File: src/rtl/pq_ctrl.sv
// Priority-queue host controller: sequences push/pop/drop commands
// to the head cell of a sorted array and returns one response each.
module pq_ctrl #(
  parameter int IW    = 4,
  parameter int PW    = 8,
  parameter int DEPTH = 8,
  parameter int TMO   = 15
) (
  input  logic                       clk_i,
  input  logic                       rst_ni,
  input  logic                       req_valid_i,
  output logic                       req_ready_o,
  input  logic [1:0]                 req_op_i,
  input  logic [IW-1:0]              req_id_i,
  input  logic [PW-1:0]              req_prio_i,
  output logic                       rsp_valid_o,
  input  logic                       rsp_ready_i,
  output logic [IW-1:0]              rsp_id_o,
  output logic [PW-1:0]              rsp_prio_o,
  output logic                       rsp_err_o,
  output logic                       push_o,
  output logic                       pop_o,
  output logic                       drop_o,
  output logic [IW-1:0]              id_o,
  output logic [PW-1:0]              prio_o,
  output logic [IW-1:0]              drop_id_o,
  input  logic                       push_vld_i,
  input  logic                       pop_vld_i,
  input  logic                       drop_vld_i,
  input  logic                       drop_hit_i,
  input  logic [IW-1:0]              head_id_i,
  input  logic [PW-1:0]              head_prio_i,
  output logic [$clog2(DEPTH+1)-1:0] count_o,
  output logic                       full_o,
  output logic                       empty_o
);

  localparam int CW = $clog2(DEPTH + 1);
  localparam int TW = $clog2(TMO + 2);
  localparam logic [CW-1:0] FULLC = CW'(DEPTH);
  localparam logic [TW-1:0] TMOC  = TW'(TMO);
  localparam logic [1:0] OP_PUSH = 2'b00;
  localparam logic [1:0] OP_POP  = 2'b01;
  localparam logic [1:0] OP_DROP = 2'b10;

  typedef enum logic [1:0] {IDLE, ISSUE, WAIT, RESP} state_e;

  state_e        state_q, state_d;
  logic [1:0]    op_q, op_d;
  logic [IW-1:0] id_q, id_d;
  logic [PW-1:0] prio_q, prio_d;
  logic [CW-1:0] cnt_q, cnt_d;
  logic [TW-1:0] tmo_q, tmo_d;
  logic [IW-1:0] rid_q, rid_d;
  logic [PW-1:0] rprio_q, rprio_d;
  logic          rerr_q, rerr_d;

  logic full, empty, illegal, ack;
  logic is_push, is_pop, is_drop;

  assign full    = (cnt_q == FULLC);
  assign empty   = (cnt_q == '0);
  assign is_push = (op_q == OP_PUSH);
  assign is_pop  = (op_q == OP_POP);
  assign is_drop = (op_q == OP_DROP);
  assign ack     = (is_push && push_vld_i) ||
                   (is_pop && pop_vld_i) ||
                   (is_drop && drop_vld_i);

  assign req_ready_o = (state_q == IDLE);
  assign rsp_valid_o = (state_q == RESP);
  assign rsp_id_o    = rid_q;
  assign rsp_prio_o  = rprio_q;
  assign rsp_err_o   = rerr_q;
  assign id_o        = id_q;
  assign prio_o      = prio_q;
  assign drop_id_o   = id_q;
  assign count_o     = cnt_q;
  assign full_o      = full;
  assign empty_o     = empty;

  // Reject requests the array cannot honour
  always_comb begin
    illegal = 1'b1;
    unique case (1'b1)
      is_push: illegal = (id_q == '0) || full;
      is_pop:  illegal = empty;
      is_drop: illegal = (id_q == '0) || empty;
      default: illegal = 1'b1;
    endcase
  end

  // Next-state, command pulses and response capture
  always_comb begin
    state_d = state_q;
    op_d    = op_q;
    id_d    = id_q;
    prio_d  = prio_q;
    cnt_d   = cnt_q;
    tmo_d   = tmo_q;
    rid_d   = rid_q;
    rprio_d = rprio_q;
    rerr_d  = rerr_q;
    push_o  = 1'b0;
    pop_o   = 1'b0;
    drop_o  = 1'b0;
    case (state_q)
      IDLE: begin
        if (req_valid_i) begin
          op_d    = req_op_i;
          id_d    = req_id_i;
          prio_d  = req_prio_i;
          state_d = ISSUE;
        end
      end
      ISSUE: begin
        tmo_d   = '0;
        rid_d   = id_q;
        rprio_d = '0;
        rerr_d  = illegal;
        if (illegal) begin
          state_d = RESP;
        end else begin
          push_o  = is_push;
          pop_o   = is_pop;
          drop_o  = is_drop;
          state_d = WAIT;
        end
      end
      WAIT: begin
        if (ack) begin
          state_d = RESP;
          rerr_d  = 1'b0;
          unique case (1'b1)
            is_push: begin
              if (!full) cnt_d = cnt_q + CW'(1);
            end
            is_pop: begin
              rid_d   = head_id_i;
              rprio_d = head_prio_i;
              if (!empty) cnt_d = cnt_q - CW'(1);
            end
            default: begin
              rerr_d = !drop_hit_i;
              if (drop_hit_i && !empty) cnt_d = cnt_q - CW'(1);
            end
          endcase
        end else if (tmo_q == TMOC) begin
          rerr_d  = 1'b1;
          state_d = RESP;
        end else begin
          tmo_d = tmo_q + TW'(1);
        end
      end
      RESP: begin
        if (rsp_ready_i) state_d = IDLE;
      end
      default: state_d = IDLE;
    endcase
  end

  // State and datapath registers
  always_ff @(posedge clk_i or negedge rst_ni) begin
    if (!rst_ni) begin
      state_q <= IDLE;
      op_q    <= '0;
      id_q    <= '0;
      prio_q  <= '0;
      cnt_q   <= '0;
      tmo_q   <= '0;
      rid_q   <= '0;
      rprio_q <= '0;
      rerr_q  <= 1'b0;
    end else begin
      state_q <= state_d;
      op_q    <= op_d;
      id_q    <= id_d;
      prio_q  <= prio_d;
      cnt_q   <= cnt_d;
      tmo_q   <= tmo_d;
      rid_q   <= rid_d;
      rprio_q <= rprio_d;
      rerr_q  <= rerr_d;
    end
  end

endmodule

File: config.mk
export PLATFORM = sky130hd
export DESIGN_NAME = pq_ctrl
export DESIGN_NICKNAME = d
export VERILOG_FILES = /design/src/rtl/pq_ctrl.sv
export SDC_FILE = /design/constraint.sdc
export NUM_CORES = 1
export LEC_CHECK = 0
export BUFFER_PORTS_ARGS = -buffer_cell sky130_fd_sc_hd__buf_2
export CAP_MARGIN = 20
export CORE_ASPECT_RATIO = 0.5
export CORE_MARGIN = 3
export CORE_UTILIZATION = 45
export CTS_BUF_LIST = sky130_fd_sc_hd__clkbuf_8
export CTS_CLUSTER_DIAMETER = 60
export CTS_CLUSTER_SIZE = 16
export DETAILED_ROUTE_END_ITERATION = 12
export GPL_TIMING_DRIVEN = 1
export PLACE_DENSITY_LB_ADDON = 0.25
export RECOVER_POWER = 100
export SYNTH_ARGS = -nofsm -noshare
export SYNTH_HDL_FRONTEND = slang
export SYNTH_SLANG_ARGS = --single-unit
File: constraint.sdc
create_clock -name clk_i -period 5 [get_ports clk_i]
set_input_delay 0.25 -clock clk_i [delete_from_list [all_inputs] [get_ports clk_i]]
set_output_delay 0.25 -clock clk_i [all_outputs]
set_load 0.005 [all_outputs]
==> results.txt, run 1 <==
----------------------------------------------------
[Timing]
  Maximum clock rate ... roughly 400 MHz
  Clock tree skew after final layout ... 0.00901 ns
  Relative slew slack ... -33.6%
  Final critical path time including I/O delays and setup ... about 2.6 ns
  Number of endpoints with negative hold slack in the final report ... 0
  Least-Margin Pin Slew ... about 2.0 ns
  Share of the clock period used by the worst path ... between 50% and 60%
  Slew Limit Fails ... 39
  Setup slack of the critical path after layout ... around 2.4 ns
  Count of final setup violators ... 0
  Setup TNS after final layout ... 0 ns
  Unrepaired setup endpoints after global routing ... no

[Yosys]
  Total standard cell area after synthesis ... 2000 um^2
  Distinct cells, synth ... 44
  Area fraction in compound gates after synthesis ... approximately 13%
  Synth Area per Inst ... roughly 11 um^2
  Proportion of synthesized chip area in sequential cells ... 47.5%
  Number of synthesized flops with an enable pin ... 0
  Combinational family with the most area after synthesis ... simple AND/OR/NAND/NOR gates
  Fraction of synthesized area in multiplexers ... around an eighth
  Share of synthesized cell area in and, or, nand and nor gates ... between 10% and 20%
  Syn nets ... 230
  Synth Register Bits ... 38
  Number of warnings issued by yosys ... 0
  Async SR Flop Fraction ... 100%
  Most used flip-flop cell after synthesis ... sky130_fd_sc_hd__dfrtp_1
  Number of instances in the synthesized netlist ... roughly 190
  Post-synthesis adder-cell area fraction ... under 10%
  Post-Synth XOR/XNOR Area ... less than 1%

[Setup path]
  Worst R2R Start ... state_q[0]$_DFFE_PN0P_
  Reg-to-reg setup timing slack ... approximately 2.4 ns
  CP max stage delay ... between 0.6 and 0.7 ns
  RR Endpoint ... rsp_prio_o[7]$_DFFE_PN0P_
  Crit end category ... flip-flop
  Critical path startpoint category ... flip-flop
  Data arrival time of the critical path ... ~2.7 ns
  CP max stage cell ... sky130_fd_sc_hd__clkbuf_1
  Critical path type ... reg2reg
  Required time of the critical path ... 5.13 ns
  Sequence of cells on the critical path ... inv_1, ha_1, inv_1, o21ai_0, clkbuf_1, o21ai_0
  Worst path top cell family by delay ... buffers and inverters
  Worst reg-to-reg path cell count ... 6
  CP bufs+invs ... 3
  Biggest fanout along the worst timing path ... 24

[GRT]
  Pin count of the biggest net entering global routing ... 39
  Most used routing layer in global routing ... met2
  First-pass GRT wire length ... around 7000 um
  Met1 GRT Util ... 21.0%
  Via count of the first global-routing pass ... approximately 1500
  Fraction of met2 tracks used by global routing ... a little under a third
  Initial antenna violation count ... 0
  Routing usage on met3 ... 6.05%
  Overflow after GRT ... 0
  Aggregate global-route resource usage ... 17.0%

[CTS]
  # clock sinks ... 38
  Library cell used as clock root buffer ... sky130_fd_sc_hd__clkbuf_8
  Maximum number of buffers from clock root to sink ... 2
  CTS tree ... yes
  Hold buffer count at cts ... 0
  Later-pin clock latency in the skew report ... around 0.29 ns
  Post-CTS setup buffer count ... 0
  Clock edge transition at the registers on the reported setup and hold paths ... about 0.080 ns
  Number of buffers inserted during clock tree synthesis ... 5
  Max H-tree Level ... 2
  # resized after CTS ... 0

[Min path]
  Hold worst-path end ... drop_id_o[3]$_DFFE_PN0P_
  Type of the worst min-delay path ... in2reg
  Worst Hold Depth ... 2
  Source of the worst hold timing path ... req_id_i[3]

[Die]
  Die Height ... ~53 um
  Top-Level Pins ... 74
  Floorplan core area ... a little over 4000 um^2
  Std cell rows ... 16
  Initial Utilization ... 49.1%
  Chip width ... roughly 100 um
  Area of the die ... ~5300 um^2

[Flow run]
  Max_cap viols ... 1

[Layout]
  Final nets ... between 200 and 300
  Antenna diode count ... 0
  Commonest non-fill, non-tap cells in the layout ... sky130_fd_sc_hd__buf_2 (49), sky130_fd_sc_hd__dfrtp_1 (38), sky130_fd_sc_hd__nand2_1 (27)
  Share of cells above drive strength 1 ... between 20% and 30%
  Layout Area Growth over Synthesis ... 19.4%
  Summed area of non-filler cells in the final layout ... about 2400 um^2
  Most common cell after layout, fill and taps aside ... sky130_fd_sc_hd__buf_2

[Drt]
  Remaining antenna violation count after routing ... 0
  Routed vias ... 1580
  Routed wire per std cell ... approximately 14 um
  Number of violations reported at the end of detailed-routing iteration 0 ... 63
  Post-detailed-route via-to-cell ratio ... 5.10
  DRC viols ... 0
  Total wire length after detailed routing ... between 4000 and 5000 um
  Total iterations of the first detailed-routing run ... 4

[Power and ir drop]
  Final total power ... between 1.5 and 2 mW
  Maximum resistive drop on vdd ... a little over 300 uV
  Power Density ... around 640 nW/um^2
  Leak pwr ... about 1.1 nW

[Place]
  Post-placement cell area ... approximately 2400 um^2
  IO buf count ... between 70 and 80
  RePlAce Congestion ... 0.799
  Setup slack at placement ... between 2 and 3 ns
  Half-perimeter wire length of the detailed placement result ... between 3000 and 4000 um

[Run status]
  Failing checks ... max-capacitance violations, max-slew violations
  Run status ... finished, violations left

----------------------------------------------------
-- layer usage --
| layer | vias up | routed length [um] | part of all wire [%] |
|---|---|---|---|
| met5 | - | 0 | 0 |
| li1 | 791 | - | - |
| met3 | 2 | 236 | 5.5 |
| met2 | 36 | 2120 | 49 |
| met1 | 751 | 1960 | 45 |
| met4 | 0 | 8 | 0.19 |
-- worst max-delay path by stage --
stage | from | endpoint | slack (ns) | cells past startpoint
2_1_floorplan | op_q[0]$_DFFE_PN0P_ | count_o[3]$_DFFE_PN0P_ | 2.98 | 7
3_3_place_gp | state_q[0]$_DFFE_PN0P_ | tmo_q[3]$_DFFE_PN0P_ | 2.75 | 5
3_5_place_dp | state_q[0]$_DFFE_PN0P_ | tmo_q[3]$_DFFE_PN0P_ | 2.60 | 5
4_1_cts | state_q[0]$_DFFE_PN0P_ | tmo_q[3]$_DFFE_PN0P_ | 2.60 | 5
5_1_grt | state_q[0]$_DFFE_PN0P_ | rsp_prio_o[5]$_DFFE_PN0P_ | 2.11 | 6
6_report | state_q[0]$_DFFE_PN0P_ | rsp_prio_o[7]$_DFFE_PN0P_ | 2.43 | 6
-- synthesized netlist by cell type, types with 2 or more instances --
cell	count	area, um^2
sky130_fd_sc_hd__ha_1	8	100
sky130_fd_sc_hd__o21ai_0	14	70.1
sky130_fd_sc_hd__mux2_4	2	30.0
sky130_fd_sc_hd__nand2_1	27	101
sky130_fd_sc_hd__o211ai_1	2	15.0
sky130_fd_sc_hd__o22a_1	2	17.5
sky130_fd_sc_hd__mux2_2	14	158
sky130_fd_sc_hd__and2_1	2	12.5
sky130_fd_sc_hd__inv_1	10	37.5
sky130_fd_sc_hd__mux2i_1	5	50.1
sky130_fd_sc_hd__buf_6	2	22.5
sky130_fd_sc_hd__a21oi_1	3	15.0
sky130_fd_sc_hd__nor3_1	2	10.0
sky130_fd_sc_hd__buf_4	6	45.0
sky130_fd_sc_hd__nand3_1	7	35.0
sky130_fd_sc_hd__a31oi_1	2	12.5
sky130_fd_sc_hd__dfrtp_1	38	951
sky130_fd_sc_hd__and3_1	3	18.8
sky130_fd_sc_hd__or3_1	3	18.8
sky130_fd_sc_hd__buf_2	4	20.0
sky130_fd_sc_hd__o21ai_1	8	40.0
-- power breakdown --
group	total (mW)	switching (mW)	internal [mW]
clock	0.221	0.110	0.111
combinational	0.737	0.397	0.339
sequential	0.578	0.131	0.447
total	1.54	0.638	0.898
-- per-stage QoR --
stage	utilization, %	hold slack (ns)	cells
finish	58.6	0.195	310
global route	58.6	0.185	310
CTS	59.9	0.0951	310
detailed placement	57.6	0.402	302
global placement	57.6	0.392	302
floorplan	-	-0.0456	187
-- registers in the layout, indices dropped and copies added (netlist names) --
| name | cells |
|---|---|
| prio_o | 8 |
| op_q | 2 |
| state_q | 2 |
| rsp_id_o | 4 |
| tmo_q | 5 |
| drop_id_o | 4 |
| rsp_err_o | 1 |
| rsp_prio_o | 8 |
| count_o | 4 |
-- final cells by class --
class,instances,area [um^2]
tap,54,67.6
inverter,11,41.3
sequential,38,951
fill,387,1690
multi-input combinational,125,898
clock buffer,6,82.6
clock inverter,2,12.5
timing repair buffer,74,339
-- cell families (layout without fill, tap and decap cells) --
group,count (synthesis),in the layout
DFF,38,38
buffers and inverters,24,93
adders and majority gates,9,9
muxes,21,21
xor gates and xnor gates,2,2
AOI/OAI and AO/OA,40,40
and+or+nand+nor,53,53
(Power assumes the default switching activity.)
==> run 2: changes to the inputs <==
Clock period 5 ns to 2.31 ns, I/O delays scaled along.
==> run 2 against run 1 <==
  * The run now ends clean
  * Register-to-register slack worse by 2.2 ns
  * Core utilization up 1.7 points
  * Sequential cell count unchanged
  * Wire length up 3.2%
  * Sequential share of layout area down 1.1 points
  * Global-route usage up 0.95 points
  * Design area up 2.9%
==> results.txt, run 2 (same netlist as run 1, synthesis figures left out) <==
----------------------------------------------------
[Setup path]
  Critical path startpoint category ... flip-flop
  Worst setup path start ... op_q[1]$_DFFE_PN0P_
  RR Endpoint ... count_o[3]$_DFFE_PN0P_
  Reg-to-reg setup timing slack ... about 0.25 ns
  Worst path top cell family by delay ... simple AND/OR/NAND/NOR gates
  Levels on crit path ... 5
  Critical path type ... reg2reg
  CP max stage delay ... 0.42 ns
  Biggest fanout along the worst timing path ... 8
  CP bufs+invs ... 0
  Sequence of cells on the critical path ... or2_0, ha_1, and3_1, o311a_1, o22a_1
  Critical path destination ... count_o[3]$_DFFE_PN0P_
  Worst reg-to-reg path cell count ... 5
  Worst R2R Start ... op_q[1]$_DFFE_PN0P_
  Crit end category ... flip-flop
  CP max stage cell ... sky130_fd_sc_hd__ha_1
  Data arrival time of the critical path ... approximately 2.2 ns
  Required time of the critical path ... 2.49 ns

[Die]
  Initial Utilization ... roughly half
  Die Height ... around 53 um
  Floorplan core area ... between 4000 and 5000 um^2
  Area of the die ... 5340 um^2
  Chip width ... about 100 um
  Std cell rows ... 16
  Top-Level Pins ... 74

[Drt]
  Met3 layer wire length in the routed design ... approximately 270 um
  Met1 wire length ... between 1500 and 2000 um
  Routed length on met2 ... between 2000 and 2500 um
  DRC viols ... 0
  Topmost layer with routed signal wires ... met4
  Total iterations of the first detailed-routing run ... 4
  Remaining antenna violation count after routing ... 0
  Routed wire per std cell ... roughly 14 um
  Routed vias ... between 1500 and 2000
  Post-detailed-route via-to-cell ratio ... between 5 and 6
  Number of violations reported at the end of detailed-routing iteration 0 ... between 70 and 80
  Total wire length after detailed routing ... ~4500 um

[Power and ir drop]
  Maximum resistive drop on vdd ... 607 uV
  Proportion of total power due to net switching ... between 40% and 50%
  Leak pwr ... 1.17 nW
  Power Density ... 1420 nW/um^2
  Flop pwr share ... between 30% and 40%
  Combinational share of power ... a little under 50%
  Clock share of power ... roughly 17%
  Power Internal ... around 2.1 mW
  Switching power total ... around 1.4 mW

[Timing]
  Setup TNS after final layout ... 0 ns
  Least-Margin Pin Slew ... between 0.9 and 1 ns
  Final critical path time including I/O delays and setup ... ~2.1 ns
  Relative slew slack ... between 30 and 40%
  Count of final setup violators ... 0
  Unrepaired setup endpoints after global routing ... no
  Number of endpoints with negative hold slack in the final report ... 0
  Maximum clock rate ... 486 MHz
  Share of the clock period used by the worst path ... between 80% and 90%
  Clock tree skew after final layout ... approximately 0.0047 ns
  Slew Limit Fails ... 0

[CTS]
  Post-CTS setup buffer count ... 0
  Number of buffers inserted during clock tree synthesis ... 5
  CTS tree ... yes
  Library cell used as clock root buffer ... sky130_fd_sc_hd__clkbuf_8
  Max H-tree Level ... 2
  Maximum number of buffers from clock root to sink ... 2
  Later-pin clock latency in the skew report ... between 0.2 and 0.3 ns
  # clock sinks ... 38
  Clock edge transition at the registers on the reported setup and hold paths ... 0.08 ns

[Layout]
  Final nets ... 303
  Most common cell after layout, fill and taps aside ... sky130_fd_sc_hd__buf_2
  Number of fillers in the final layout ... ~370
  Layout Area Growth over Synthesis ... 22.9%
  Commonest non-fill, non-tap cells in the layout ... sky130_fd_sc_hd__buf_2 (53), sky130_fd_sc_hd__dfrtp_1 (38), sky130_fd_sc_hd__nand2_1 (27)
  Share of cells above drive strength 1 ... 31.9%
  Summed area of non-filler cells in the final layout ... ~2500 um^2
  Antenna diode count ... 0

[GRT]
  Aggregate global-route resource usage ... 17.9%
  Overflow after GRT ... 0
  First-pass GRT wire length ... ~7400 um
  Pin count of the biggest net entering global routing ... 39
  Via count of the first global-routing pass ... around 1600
  Initial antenna violation count ... 0

[Place]
  Post-placement cell area ... about 2400 um^2
  RePlAce Congestion ... around 0.78
  Half-perimeter wire length of the detailed placement result ... around 3300 um
  IO buf count ... between 70 and 80

[Run status]
  Run status ... finished clean

[Min path]
  Source of the worst hold timing path ... req_prio_i[1]
  Type of the worst min-delay path ... in2reg

[Flow run]
  Max_cap viols ... 0

----------------------------------------------------
-- run 2: per-stage QoR --
step	power (mW)	util (%)	hold WS, ns	instances	worst slack, ns
CTS	3.62	61.3	0.0514	314	0.345
detailed placement	3.02	58.3	0.269	306	0.362
global route	3.82	60.3	0.0537	314	0.115
finish	3.51	60.3	0.0580	314	0.253
floorplan	2.46	-	-0.180	187	0.293
global placement	2.93	58.3	0.260	306	0.437
-- run 2: layout make-up --
| cell class | instances | area, um^2 | area share, % |
|---|---|---|---|
| timing repair buffer | 79 | 382 | 15.5 |
| sequential | 38 | 951 | 38.6 |
| multi-input combinational | 125 | 908 | 36.9 |
| clock inverter | 1 | 30.0 | 1.22 |
| inverter | 11 | 41.3 | 1.68 |
| clock buffer | 6 | 82.6 | 3.35 |
| tap | 54 | 67.6 | 2.74 |
-- run 2: worst register-to-register path, stage by stage, from the launching register on --
cell and delay (ns):
sky130_fd_sc_hd__dfrtp_1 0.38, sky130_fd_sc_hd__or2_0 0.39, sky130_fd_sc_hd__ha_1 0.42, sky130_fd_sc_hd__and3_1 0.23, sky130_fd_sc_hd__o311a_1 0.33, sky130_fd_sc_hd__o22a_1 0.20
-- run 2: metal layers --
| layer | global-route usage (%) | vias up |
|---|---|---|
| met2 | 31.3 | 45 |
| met4 | 4.25 | 0 |
| li1 | - | 798 |
| met1 | 22.0 | 755 |
| met3 | 5.66 | 4 |
| met5 | 0 | - |
-- run 2: worst min-delay path by stage --
stage	endpoint	slack (ns)	cells past startpoint
after floorplan	count_o[0]$_DFFE_PN0P_	-0.18	0
after global placement	prio_o[3]$_DFFE_PN0P_	0.26	1
after detailed placement	prio_o[7]$_DFFE_PN0P_	0.27	1
after CTS	prio_o[1]$_DFFE_PN0P_	0.05	2
after global routing	drop_id_o[3]$_DFFE_PN0P_	0.05	2
final	prio_o[1]$_DFFE_PN0P_	0.06	2
-- run 2: power groups by stage --
stage	clock network [mW]	logic, mW	registers, mW
final	0.587	1.72	1.21
after global routing	0.629	1.94	1.25
after CTS	0.598	1.82	1.20
after detailed placement	0	1.81	1.21
after global placement	0	1.74	1.19
after floorplan	0	1.25	1.21
-- run 2: what timing repair did --
action                                 4_1_cts  5_1_grt
endpoints found under the hold margin       38        0
gates resized for setup                      0        0
hold buffers                                 1        0
